**config.mk**
```make
export PLATFORM = sky130hd
export DESIGN_NAME = imm_ext_pipe_flat
export DESIGN_NICKNAME = d
export VERILOG_FILES = /design/src/rtl/imm_ext_pkg.sv /design/src/rtl/imm_ext_if.sv /design/src/rtl/ext_skid_buf.sv /design/src/rtl/imm_ext_pipe.sv /design/src/flat_wrapper.sv
export SDC_FILE = /design/constraint.sdc
export NUM_CORES = 1
export LEC_CHECK = 0
export BUFFER_PORTS_ARGS = -buffer_cell sky130_fd_sc_hd__buf_2
export CAP_MARGIN = 20
export CORE_UTILIZATION = 51
export DETAILED_ROUTE_END_ITERATION = 16
export GPL_ROUTABILITY_DRIVEN = 0
export GPL_TIMING_DRIVEN = 0
export PLACE_DENSITY_LB_ADDON = 0.15
export SLEW_MARGIN = 10
export SYNTH_ARGS = -nofsm -noshare
export SYNTH_HDL_FRONTEND = slang
export SYNTH_SLANG_ARGS = --single-unit
```
**constraint.sdc**
```tcl
create_clock -name clk -period 1.58 [get_ports clk]
set_clock_uncertainty 0.1 [all_clocks]
set_input_delay 0.079 -clock clk [delete_from_list [all_inputs] [get_ports clk]]
set_output_delay 0.079 -clock clk [all_outputs]
set_load 0.05 [all_outputs]
```
**src/rtl/imm_ext_pkg.sv**
```systemverilog
// Shared types and the combinational extension function for the immediate
// extender pipeline.
//   ext_mode_e   : extension mode carried alongside each raw immediate
//   skid_state_e : occupancy of the 2-entry output buffer
//   ext_calc()   : width-generic extension, evaluated on a MAX_W-bit canvas
package imm_ext_pkg;

    // Widest operand the extension function can produce.
    localparam int MAX_W = 64;

    typedef enum logic [1:0] {
        MODE_SIGN      = 2'd0,
        MODE_ZERO      = 2'd1,
        MODE_SIGN_SHL2 = 2'd2,
        MODE_UPPER     = 2'd3
    } ext_mode_e;

    typedef enum logic [1:0] {
        EMPTY = 2'd0,
        ONE   = 2'd1,
        TWO   = 2'd2
    } skid_state_e;

    // imm holds the raw field in its low in_w bits (upper bits ignored).
    // The result is valid in its low out_w bits; everything above is zero.
    function automatic logic [MAX_W-1:0] ext_calc(
        input logic [MAX_W-1:0] imm,
        input ext_mode_e        mode,
        input int               in_w,
        input int               out_w,
        input int               upper_sh
    );
        logic [MAX_W-1:0] in_mask;
        logic [MAX_W-1:0] out_mask;
        logic [MAX_W-1:0] zext;
        logic [MAX_W-1:0] sext;
        logic [MAX_W-1:0] res;
        logic [5:0]       sign_idx;
        logic             sign;
        // A shift by the full canvas width yields zero, so out_w == MAX_W
        // still produces an all-ones mask after the decrement.
        in_mask  = (MAX_W'(1) << in_w) - MAX_W'(1);
        out_mask = (MAX_W'(1) << out_w) - MAX_W'(1);
        sign_idx = 6'(in_w - 1);
        sign     = imm[sign_idx];
        zext     = imm & in_mask;
        sext     = sign ? (zext | ~in_mask) : zext;
        case (mode)
            MODE_SIGN:      res = sext;
            MODE_ZERO:      res = zext;
            MODE_SIGN_SHL2: res = sext << 2;
            MODE_UPPER:     res = zext << upper_sh;
            default:        res = '0;
        endcase
        return res & out_mask;
    endfunction

endpackage

```
**src/rtl/imm_ext_if.sv**
```systemverilog
// Handshake bundle between decode (producer), the extender and the ALU
// operand mux (consumer).
//   in_valid/in_ready/in_imm/in_mode : input side
//   out_valid/out_ready/out_data     : output side
// Modports: slave = the extender, master = the surrounding producer/consumer.
interface imm_ext_if #(
    parameter int IN_W  = 15,
    parameter int OUT_W = 32
);
    logic             in_valid;
    logic             in_ready;
    logic [IN_W-1:0]  in_imm;
    logic [1:0]       in_mode;
    logic             out_valid;
    logic             out_ready;
    logic [OUT_W-1:0] out_data;

    modport slave (
        input  in_valid, in_imm, in_mode, out_ready,
        output in_ready, out_valid, out_data
    );

    modport master (
        output in_valid, in_imm, in_mode, out_ready,
        input  in_ready, out_valid, out_data
    );
endinterface

```
**src/rtl/ext_skid_buf.sv**
```systemverilog
// Generic 2-entry valid/ready buffer with fully registered outputs.
// Ports:
//   clk, rst_n            clock, async active-low reset
//   in_valid/in_ready     input handshake, in_data captured on acceptance
//   out_valid/out_ready   output handshake, out_data is the head entry
//   busy                  at least one entry held
//
// state | meaning
// EMPTY | nothing held, accepting
// ONE   | head entry in main, accepting
// TWO   | head in main, next in skid, not accepting
module ext_skid_buf
    import imm_ext_pkg::*;
#(
    parameter int W = 32
) (
    input  logic         clk,
    input  logic         rst_n,
    input  logic         in_valid,
    output logic         in_ready,
    input  logic [W-1:0] in_data,
    output logic         out_valid,
    input  logic         out_ready,
    output logic [W-1:0] out_data,
    output logic         busy
);

    skid_state_e  state_q, state_d;
    logic [W-1:0] main_q, main_d;
    logic [W-1:0] skid_q, skid_d;
    logic         in_ready_q, in_ready_d;
    logic         out_valid_q, out_valid_d;
    logic         busy_q, busy_d;
    logic         acc;
    logic         pop;

    assign acc = in_valid & in_ready_q;
    assign pop = out_valid_q & out_ready;

    always_comb begin
        state_d = state_q;
        main_d  = main_q;
        skid_d  = skid_q;
        case (state_q)
            EMPTY: begin
                if (acc) begin
                    state_d = ONE;
                    main_d  = in_data;
                end
            end
            ONE: begin
                if (acc && !pop) begin
                    state_d = TWO;
                    skid_d  = in_data;
                end else if (acc && pop) begin
                    main_d  = in_data;
                end else if (pop) begin
                    state_d = EMPTY;
                end
            end
            TWO: begin
                if (pop) begin
                    state_d = ONE;
                    main_d  = skid_q;
                end
            end
            default: state_d = EMPTY;
        endcase
        // Handshake outputs are registered copies of the next-state decode,
        // so neither depends combinationally on the opposite handshake.
        in_ready_d  = (state_d != TWO);
        out_valid_d = (state_d != EMPTY);
        busy_d      = (state_d != EMPTY);
    end

    always_ff @(posedge clk or negedge rst_n) begin
        if (!rst_n) begin
            state_q     <= EMPTY;
            main_q      <= '0;
            skid_q      <= '0;
            in_ready_q  <= 1'b1;
            out_valid_q <= 1'b0;
            busy_q      <= 1'b0;
        end else begin
            state_q     <= state_d;
            main_q      <= main_d;
            skid_q      <= skid_d;
            in_ready_q  <= in_ready_d;
            out_valid_q <= out_valid_d;
            busy_q      <= busy_d;
        end
    end

    assign in_ready  = in_ready_q;
    assign out_valid = out_valid_q;
    assign out_data  = main_q;
    assign busy      = busy_q;

endmodule

```
**src/rtl/imm_ext_pipe.sv**
```systemverilog
// Pipelined immediate extender between decode and the ALU operand mux.
// The immediate is extended combinationally on entry and stored already
// extended in a 2-entry skid buffer, giving one-cycle latency when empty
// and one result per clock at full rate.
// Ports:
//   clk, rst_n   clock, async active-low reset
//   bus          handshake bundle (slave side): in_* from decode, out_* to ALU
//   busy         at least one extended operand held
module imm_ext_pipe
    import imm_ext_pkg::*;
#(
    parameter int IN_W     = 15,
    parameter int OUT_W    = 32,
    parameter int UPPER_SH = 16
) (
    input  logic       clk,
    input  logic       rst_n,
    imm_ext_if.slave   bus,
    output logic       busy
);

    if (IN_W < 1 || IN_W >= OUT_W || UPPER_SH < 0 || UPPER_SH >= OUT_W ||
        OUT_W > MAX_W) begin : g_bad_params
        $error("imm_ext_pipe: illegal IN_W/OUT_W/UPPER_SH combination");
    end

    logic [MAX_W-1:0] imm_pad;
    ext_mode_e        mode;
    logic [OUT_W-1:0] ext_data;

    assign imm_pad  = {{(MAX_W-IN_W){1'b0}}, bus.in_imm};
    assign mode     = ext_mode_e'(bus.in_mode);
    // Only captured on acceptance, so garbage on idle cycles never lands
    // in a register.
    assign ext_data = OUT_W'(ext_calc(imm_pad, mode, IN_W, OUT_W, UPPER_SH));

    ext_skid_buf #(
        .W (OUT_W)
    ) u_skid (
        .clk       (clk),
        .rst_n     (rst_n),
        .in_valid  (bus.in_valid),
        .in_ready  (bus.in_ready),
        .in_data   (ext_data),
        .out_valid (bus.out_valid),
        .out_ready (bus.out_ready),
        .out_data  (bus.out_data),
        .busy      (busy)
    );

endmodule

```
**src/flat_wrapper.sv**
```systemverilog
// flat-port wrapper written by rule: the top's interface ports become plain ports
module imm_ext_pipe_flat import imm_ext_pkg::*;
#(
    parameter int IN_W     = 15,
    parameter int OUT_W    = 32,
    parameter int UPPER_SH = 16
)
  (clk, rst_n, busy, bus_in_valid, bus_in_imm, bus_in_mode, bus_out_ready, bus_in_ready, bus_out_valid, bus_out_data);
  imm_ext_if #(.IN_W(IN_W), .OUT_W(OUT_W)) bus_i ();
  input  logic clk;
  input  logic rst_n;
  output logic busy;
  input wire logic [$bits(bus_i.in_valid)-1:0] bus_in_valid;
  input wire logic [$bits(bus_i.in_imm)-1:0] bus_in_imm;
  input wire logic [$bits(bus_i.in_mode)-1:0] bus_in_mode;
  input wire logic [$bits(bus_i.out_ready)-1:0] bus_out_ready;
  output wire logic [$bits(bus_i.in_ready)-1:0] bus_in_ready;
  output wire logic [$bits(bus_i.out_valid)-1:0] bus_out_valid;
  output wire logic [$bits(bus_i.out_data)-1:0] bus_out_data;
  assign bus_i.in_valid = bus_in_valid;
  assign bus_i.in_imm = bus_in_imm;
  assign bus_i.in_mode = bus_in_mode;
  assign bus_i.out_ready = bus_out_ready;
  assign bus_in_ready = bus_i.in_ready;
  assign bus_out_valid = bus_i.out_valid;
  assign bus_out_data = bus_i.out_data;
  imm_ext_pipe #(.IN_W(IN_W), .OUT_W(OUT_W), .UPPER_SH(UPPER_SH)) u_core (.clk(clk), .rst_n(rst_n), .bus(bus_i), .busy(busy));
endmodule
```
==> impl_results.md, run 1 <==
* Status: finished, violations left
* Failing checks: setup timing
* Synthesis-to-layout area growth at 27.14%
* CTS Buffer Depth at 2
* Origin of the worst min-delay path: bus_in_imm[12]
* Max-cap violations at 0
* R2r setup slk at -0.21 ns
* Compound-Gate Fraction of Synth Area at 14.06%
* Gr ovfl total at 0
* Worst path most repeated cell: buf_12
* Residual DRC at 0
* Sequential area share after synthesis at 50.75%
* CP Class: reg -> reg
* Slowest-stage cell, CP: dfrtp_1
* DRT antenna net count at 0
* P_int at 5.220 mW
* Syn_nets at 339
* PortBufs at 54
* Met3 Usage GRT at 4.175%
* Cells after Synth at 318
* GRT Total Usage at 24.62%
* Met2 Use GR at 37.78%
* VDD IR max at 1322 uV
* Setup violators final at 51
* Initial drt markers at 281
* Post-DP HPWL at 5374 um
* Clock power share at 13.6%
* Final Cycle Share at 113.3%
* Post-Syn Area at 0.003356 mm^2
* Critical R2R Launch: u_core.u_skid.state_q[1]
* Number of global-route vias before repair at 2641
* Die Wd at 83.12 um
* First-pass GRT wire length at 13240 um
* Sw frac at 43.45%
* Met1 usage in global routing at 34.88%
* GRT Max-Usage Layer: met2
* Final hold violations at 0
* Min Tclk post-route at 1.790 ns
* Via/cell ratio at 5.375
* Initial Utilization at 52.85%
* Gate power share at 54.0%
* # clock sinks at 68
* Synth Warn # at 0
* Post-synth cell types at 33
* R2R Path End: u_core.u_skid.out_data[30]
* Register area at 0.001705 mm^2
* Top cell type's share of synthesized area at 49.96%
* Finished Cell Area at 0.004267 mm^2
* IO Count at 56
* Worst slew pin tran at 0.5052 ns
* Crit path max fanout at 10
* DR WL/cell at 16.32 um
* Row count at 29
* RSZ-0062 raised after global routing: yes
* Drt first pass iters at 4
* Final wirelength at 8013 um
* TritonCTS clock tree: done
* Worst skew pair latency at 0.34 ns
* CTS root buffer: clkbuf_8
* Crit-path max cell delay at 0.42 ns
* FMAX at 558.6 MHz
* Sequential share of power at 32.4%
* Final setup margin at -0.2102 ns
* WHS Path Cells at 3
* Cts bufs inserted at 9
* Largest family of logic cells by synthesized area: multiplexers
* Synth top area cells: dfrtp_1 (50%), mux2_4 (13%), a21oi_1 (6.0%)
* Pwr/cell area at 2163 mW/mm^2
* WHS Endpoint: u_core.u_skid.skid_q[14]
* Multi-input logic area at 0.001478 mm^2
* Sw Pwr at 4.010 mW
* Critical Path Source Type: flip-flop
* Multiplexer share of the synthesized area at 14.73%
* Crit path cell chain: and3b_4, nor2_4, a2bb2oi_4, buf_12, buf_12, mux2_4
* Largest net degree at the start of global routing at 57
* Fillers at 513
* Layout cells sized above 1 at 35.99%
* Hold Crit Class: in -> reg
* Design Power at 9.231 mW
* R2R depth at 6
* Initial antenna violation count at 0
* Core ar. at 0.006350 mm^2
* Layout Nets at 430
* Post-DP Area at 0.003774 mm^2
* Area leader, netlist: dfrtp_1
* CP Capture Type: flip-flop
* WP data required at 1.71 ns
* Max-slew headroom at 66.32%
* Leakage at 2.091 nW
* Post-Synth XOR/XNOR Area at 0%
* Syn_area_per_cell at 10.55 um^2
* Worst EP arrival at 1.92 ns
* Vias at 2639
* Die Area at 0.006908 mm^2
* Post-Synth Adder-Cell Area at 0%
* Ant diodes at 0
* Synth Register Bits at 68
* Reg clk slew, reported paths at 0.07 ns
* Die Ht at 83.12 um
* Post-Synth Simple-Gate Area at 14.65%
* Slew Viols, Final at 0
* H-tree lvl count at 3
## synth_stat cells
| library cell | instances |
|---|---|
| a21boi_0 | 1 |
| a21oi_1 | 40 |
| a21oi_4 | 1 |
| a2bb2oi_4 | 1 |
| a31oi_1 | 14 |
| and2_0 | 1 |
| and2b_1 | 2 |
| and3_2 | 1 |
| and3b_4 | 1 |
| buf_12 | 3 |
| buf_2 | 7 |
| buf_4 | 3 |
| buf_6 | 3 |
| clkbuf_1 | 5 |
| clkbuf_8 | 1 |
| dfrtp_1 | 67 |
| dfstp_2 | 1 |
| inv_1 | 3 |
| mux2_2 | 3 |
| mux2_4 | 30 |
| mux2i_1 | 1 |
| nand2_1 | 41 |
| nand2b_1 | 1 |
| nand3_1 | 2 |
| nor2_1 | 42 |
| nor2_4 | 1 |
| nor2b_1 | 12 |
| nor2b_4 | 1 |
| nor3_1 | 1 |
| o21a_1 | 1 |
| o21ai_0 | 24 |
| o22ai_1 | 1 |
| or2b_2 | 2 |
## power by group through the flow
stage          combinational, mW  sequential (mW)  clock, mW
2_1_floorplan               2.26             4.39          0
3_3_place_gp                4.52             2.97          0
3_5_place_dp                4.58             3.02          0
4_1_cts                     4.90             2.99       1.27
5_1_grt                     5.28             3.09       1.34
6_report                    4.98             2.99       1.25
## placed cells by master (no fill, tap or decap), drive strengths merged, types with 2 or more instances in the layout
master       netlist  layout
buf               16      86
dfrtp             67      67
nor2              43      43
nand2             41      41
a21oi             41      41
mux2              33      33
o21ai             24      24
a31oi             14      14
clkbuf             6      14
dlygate4sd3        0      13
nor2b             13      13
clkinv             0       4
inv                3       3
and2b              2       2
or2b               2       2
nand3              2       2
## repair_timing
action / in CTS / in global routing
resized for setup: 4 / 24
endpoints found under the hold margin: 81 / 0
setup buffers: 7 / 4
cloned: 1 / 1
hold buffers: 13 / 0
setup endpoints to repair: 59 / 64
pin swaps: 1 / 0
## layer usage
| metal | vias up | routed length [um] |
|---|---|---|
| li1 | 1264 | - |
| met1 | 1275 | 3693 |
| met2 | 87 | 3747 |
| met3 | 13 | 423 |
| met4 | 0 | 148 |
| met5 | - | 0 |
## worst max-delay path, delay by kind of cell (launching register included)
kind / cells / cell delay [ns]
DFF: 1 / 0.42
and+or+nand+nor: 2 / 0.42
buffers and inverters: 2 / 0.30
muxes: 1 / 0.29
AOI/OAI and AO/OA: 1 / 0.15
## through the flow
stage / setup TNS, ns / util, % / std cells / setup WS, ns / hold WS (ns)
floorplan: -11.79 / - / 318 / -0.2689 / -0.3166
global placement: -11.85 / 58.96 / 449 / -0.2281 / 0.3016
detailed placement: -11.50 / 59.43 / 450 / -0.2629 / -0.1575
CTS: -8.229 / 66.09 / 487 / -0.1887 / 0.0008434
global route: -8.853 / 67.19 / 491 / -0.2406 / 0.01543
finish: -6.521 / 67.19 / 491 / -0.2102 / 0.009841
## worst max-delay path by stage
stage | start | endpoint | slack, ns | cells after the start
2_1_floorplan | u_core.u_skid.in_ready | u_core.u_skid.out_data[0] | -0.27 | 5
3_3_place_gp | u_core.u_skid.state_q[1] | u_core.u_skid.out_data[14] | -0.23 | 5
3_5_place_dp | u_core.u_skid.state_q[1] | u_core.u_skid.out_data[17] | -0.26 | 5
4_1_cts | u_core.u_skid.state_q[1] | u_core.u_skid.out_data[12] | -0.19 | 6
5_1_grt | u_core.u_skid.state_q[1] | u_core.u_skid.out_data[13] | -0.24 | 6
6_report | u_core.u_skid.state_q[1] | u_core.u_skid.out_data[30] | -0.21 | 6
## sequential cells by signal, summed over array words and instances, names as in the netlist
signal and cells:
u_core.u_skid.busy 1, u_core.u_skid.state_q 2, u_core.u_skid.out_data 32, u_core.u_skid.skid_q 32, u_core.u_skid.in_ready 1
## layout make-up
type                            instances  share of cell area [%]
Timing Repair Buffer                   80                   13.64
Multi-Input combinational cell        225                   34.63
Inverter                                3                  0.2639
Buffer                                 22                   5.279
Clock inverter                          5                  0.6452
Sequential cell                        68                   39.97
Tap cell                               77                   2.258
Clock buffer                           11                   3.314
## cell families after synthesis
kind of cell	count (synthesis)
AND/OR/NAND/NOR	108
multiplexers	34
AO/OA/AOI/OAI	83
buffers and inverters	25
flip-flops	68
(Power assumes the default switching activity.)
==> run 2: changes to the inputs <==
--- a/config.mk
+++ b/config.mk
@@ -7,2 +7,3 @@
 export LEC_CHECK = 0
+export ABC_AREA = 1
 export BUFFER_PORTS_ARGS = -buffer_cell sky130_fd_sc_hd__buf_2
==> constraint.sdc (replaced) <==
create_clock -name clk -period 1.58 [get_ports clk]
set_clock_uncertainty 0.1 [all_clocks]
set_input_delay 0.158 -clock clk [delete_from_list [all_inputs] [get_ports clk]]
set_output_delay 0.158 -clock clk [all_outputs]
set_load 0.05 [all_outputs]
==> impl_results.md, run 2 <==
* Core ar. at 0.006422 mm^2
* CTS Buffer Depth at 2
* Final wirelength at 8239 um
* Die Area at 0.007032 mm^2
* Post-DP HPWL at 6034 um
* Residual DRC at 4
* Hold Crit Class: in -> reg
* Layout Nets at 568
* Final setup margin at 0.07565 ns
* Most common library cell in the layout ignoring fill and taps: nand2_1
* IO Count at 56
* Setup Buffers After CTS at 0
* Slowest-stage cell, CP: dfstp_2
* Final hold violations at 0
* Buf/Inv on CP at 2
* Crit path cell chain: nand3_2, nand2_2, nand2_2, buf_8, buf_6, nand2_1, nand2_1
* Gr ovfl total at 0
* Die Ht at 83.86 um
* Synth top area cells: dfrtp_1 (49%), nand2_1 (31%), nand3_1 (4.2%)
* H-tree lvl count at 3
* Reg clk slew, reported paths at 0.07 ns
* Post-route insts no fill at 628
* Initial Utilization at 53.20%
* Crit path max fanout at 10
* Slew Viols, Final at 0
* DR WL/cell at 13.12 um
* FMAX at 664.7 MHz
* Most frequent cells after synthesis: nand2_1 (281), dfrtp_1 (67), nor2_1 (31), nand3_1 (29), buf_2 (15)
* Post-Synth Adder-Cell Area at 0%
* Async SR Flop Fraction at 100.0%
* Post-Syn Area at 0.003417 mm^2
* Top-count cell post-synth: nand2_1
* Worst slew pin tran at 0.4693 ns
* DRT antenna net count at 0
* R2r setup slk at 0.08 ns
* Commonest non-fill, non-tap cells in the layout: nand2_1 (279), buf_2 (66), dfrtp_1 (66)
* Via/cell ratio at 5.056
* Die Wd at 83.86 um
* Setup violators final at 0
* CP Class: reg -> reg
* Number of global-route vias before repair at 3067
* Largest family of logic cells by synthesized area: simple AND/OR/NAND/NOR gates
* Worst EP arrival at 1.63 ns
* Compound-Gate Fraction of Synth Area at 1.611%
* Final hold slack at 0.04183 ns
* Layout cells sized above 1 at 19.60%
* CP Capture Type: flip-flop
* RSZ-0062 raised after global routing: yes
* Failing checks: DRC
* Crit-path max cell delay at 0.55 ns
* Syn_area_per_cell at 7.119 um^2
* Drt first pass iters at 11
* Max-slew headroom at 68.72%
* Sequential area share after synthesis at 49.84%
* Ant diodes at 0
* Top cell type's share of synthesized area at 49.07%
* Synth Register Bits at 68
* First-pass GRT wire length at 14280 um
* Leakage at 2.434 nW
* Initial antenna violation count at 0
* Pwr/cell area at 2209 mW/mm^2
* Row count at 29
* Post-synth cell types at 17
* Final Cycle Share at 95.21%
* Post-Synth XOR/XNOR Area at 0%
* Area leader, netlist: dfrtp_1
* Max-cap violations at 0
* GRT Total Usage at 26.11%
* Worst skew pair latency at 0.34 ns
* Status: finished, violations left
* VDD IR max at 1101 uV
* Critical Path Source Type: flip-flop
* Post-synth EDFFs at 0
* Delay-heaviest family, CP: flip-flops
* PortBufs at 54
* Primary FF master, synth: dfrtp_1
* Initial drt markers at 250
* Largest net degree at the start of global routing at 39
* Multiplexer share of the synthesized area at 0%
* Cells after Synth at 480
* WP data required at 1.71 ns
* Cts bufs inserted at 9
* Vias at 3175
* Synth Warn # at 0
* CTS root buffer: clkbuf_8
* Min Tclk post-route at 1.504 ns
* TritonCTS clock tree: done
* Syn_nets at 501
* # clock sinks at 68
* Placed Instances at 612
* DP Worst Slack at -0.01298 ns
* Synthesis-to-layout area growth at 18.05%
* Post-Synth Simple-Gate Area at 41.85%
## run 2: cells by family after synthesis
| group | count (synthesis) |
|---|---|
| AO/OA/AOI/OAI | 11 |
| buffers and inverters | 43 |
| flip-flops | 68 |
| AND/OR/NAND/NOR | 358 |
## run 2: path summary, 6_finish.rpt
path	from	to	cells past startpoint
hold / removal	bus_in_valid	u_core.u_skid.state_q[0]	4
setup reg to reg	u_core.u_skid.in_ready	u_core.u_skid.out_data[19]	7
hold reg to reg	u_core.u_skid.out_data[31]	u_core.u_skid.out_data[31]	2
max in group asynchronous	rst_n	u_core.u_skid.skid_q[6]	3
setup / recovery	u_core.u_skid.in_ready	u_core.u_skid.out_data[19]	7
min in group asynchronous	rst_n	u_core.u_skid.state_q[1]	2
## run 2: timing repair
| action | CTS | global route |
|---|---|---|
| setup endpoints to repair | 27 | 41 |
| hold buffers | 1 | 0 |
| resized for setup | 2 | 10 |
| hold endpoints to repair | 30 | 0 |
## run 2: area by class of cell
type                    count  area, um^2
flip-flops and latches     68        1704
inverters                  14       55.05
repair buffers             56       302.8
well taps                  77       96.34
multi-input cells         369        1500
clock inverters             2       35.03
plain buffers              29       191.4
fillers                   623        2389
clock buffers              13       148.9
## run 2: report_power, final
part | total [mW] | internal [mW] | switching (mW) | leakage (nW)
Clock | 1.39 | 0.764 | 0.628 | 0.0935
Sequential | 2.96 | 2.56 | 0.397 | 0.868
Combinational | 4.56 | 1.28 | 3.28 | 1.47
## run 2: per-layer routing
metal	share of wire, %	global-route usage (%)	vias to the layer above	wire (um)
met3	4.7	3.956	25	384
met4	3.9	16.61	0	324
met1	48	35.79	1430	3926
li1	-	-	1616	-
met5	0	0	-	0
met2	44	38.82	104	3604
## run 2: through the flow
step / total power, mW / util [%] / area [um^2] / setup TNS [ns]
3_5_place_dp: 7.469 / 59.42 / 3816 / -0.07184
2_1_floorplan: 6.370 / - / 3427 / 0
6_report: 8.912 / 62.81 / 4034 / 0
4_1_cts: 8.919 / 62.56 / 4018 / 0
5_1_grt: 9.597 / 62.81 / 4034 / -0.005475
3_3_place_gp: 7.337 / 59.07 / 3794 / -3.871
## run 2: worst min-delay path, cell delays in order
cell	delay [ns]
buf_2	0.09
nand2_1	0.05
nand2_1	0.06
o21ai_0	0.08
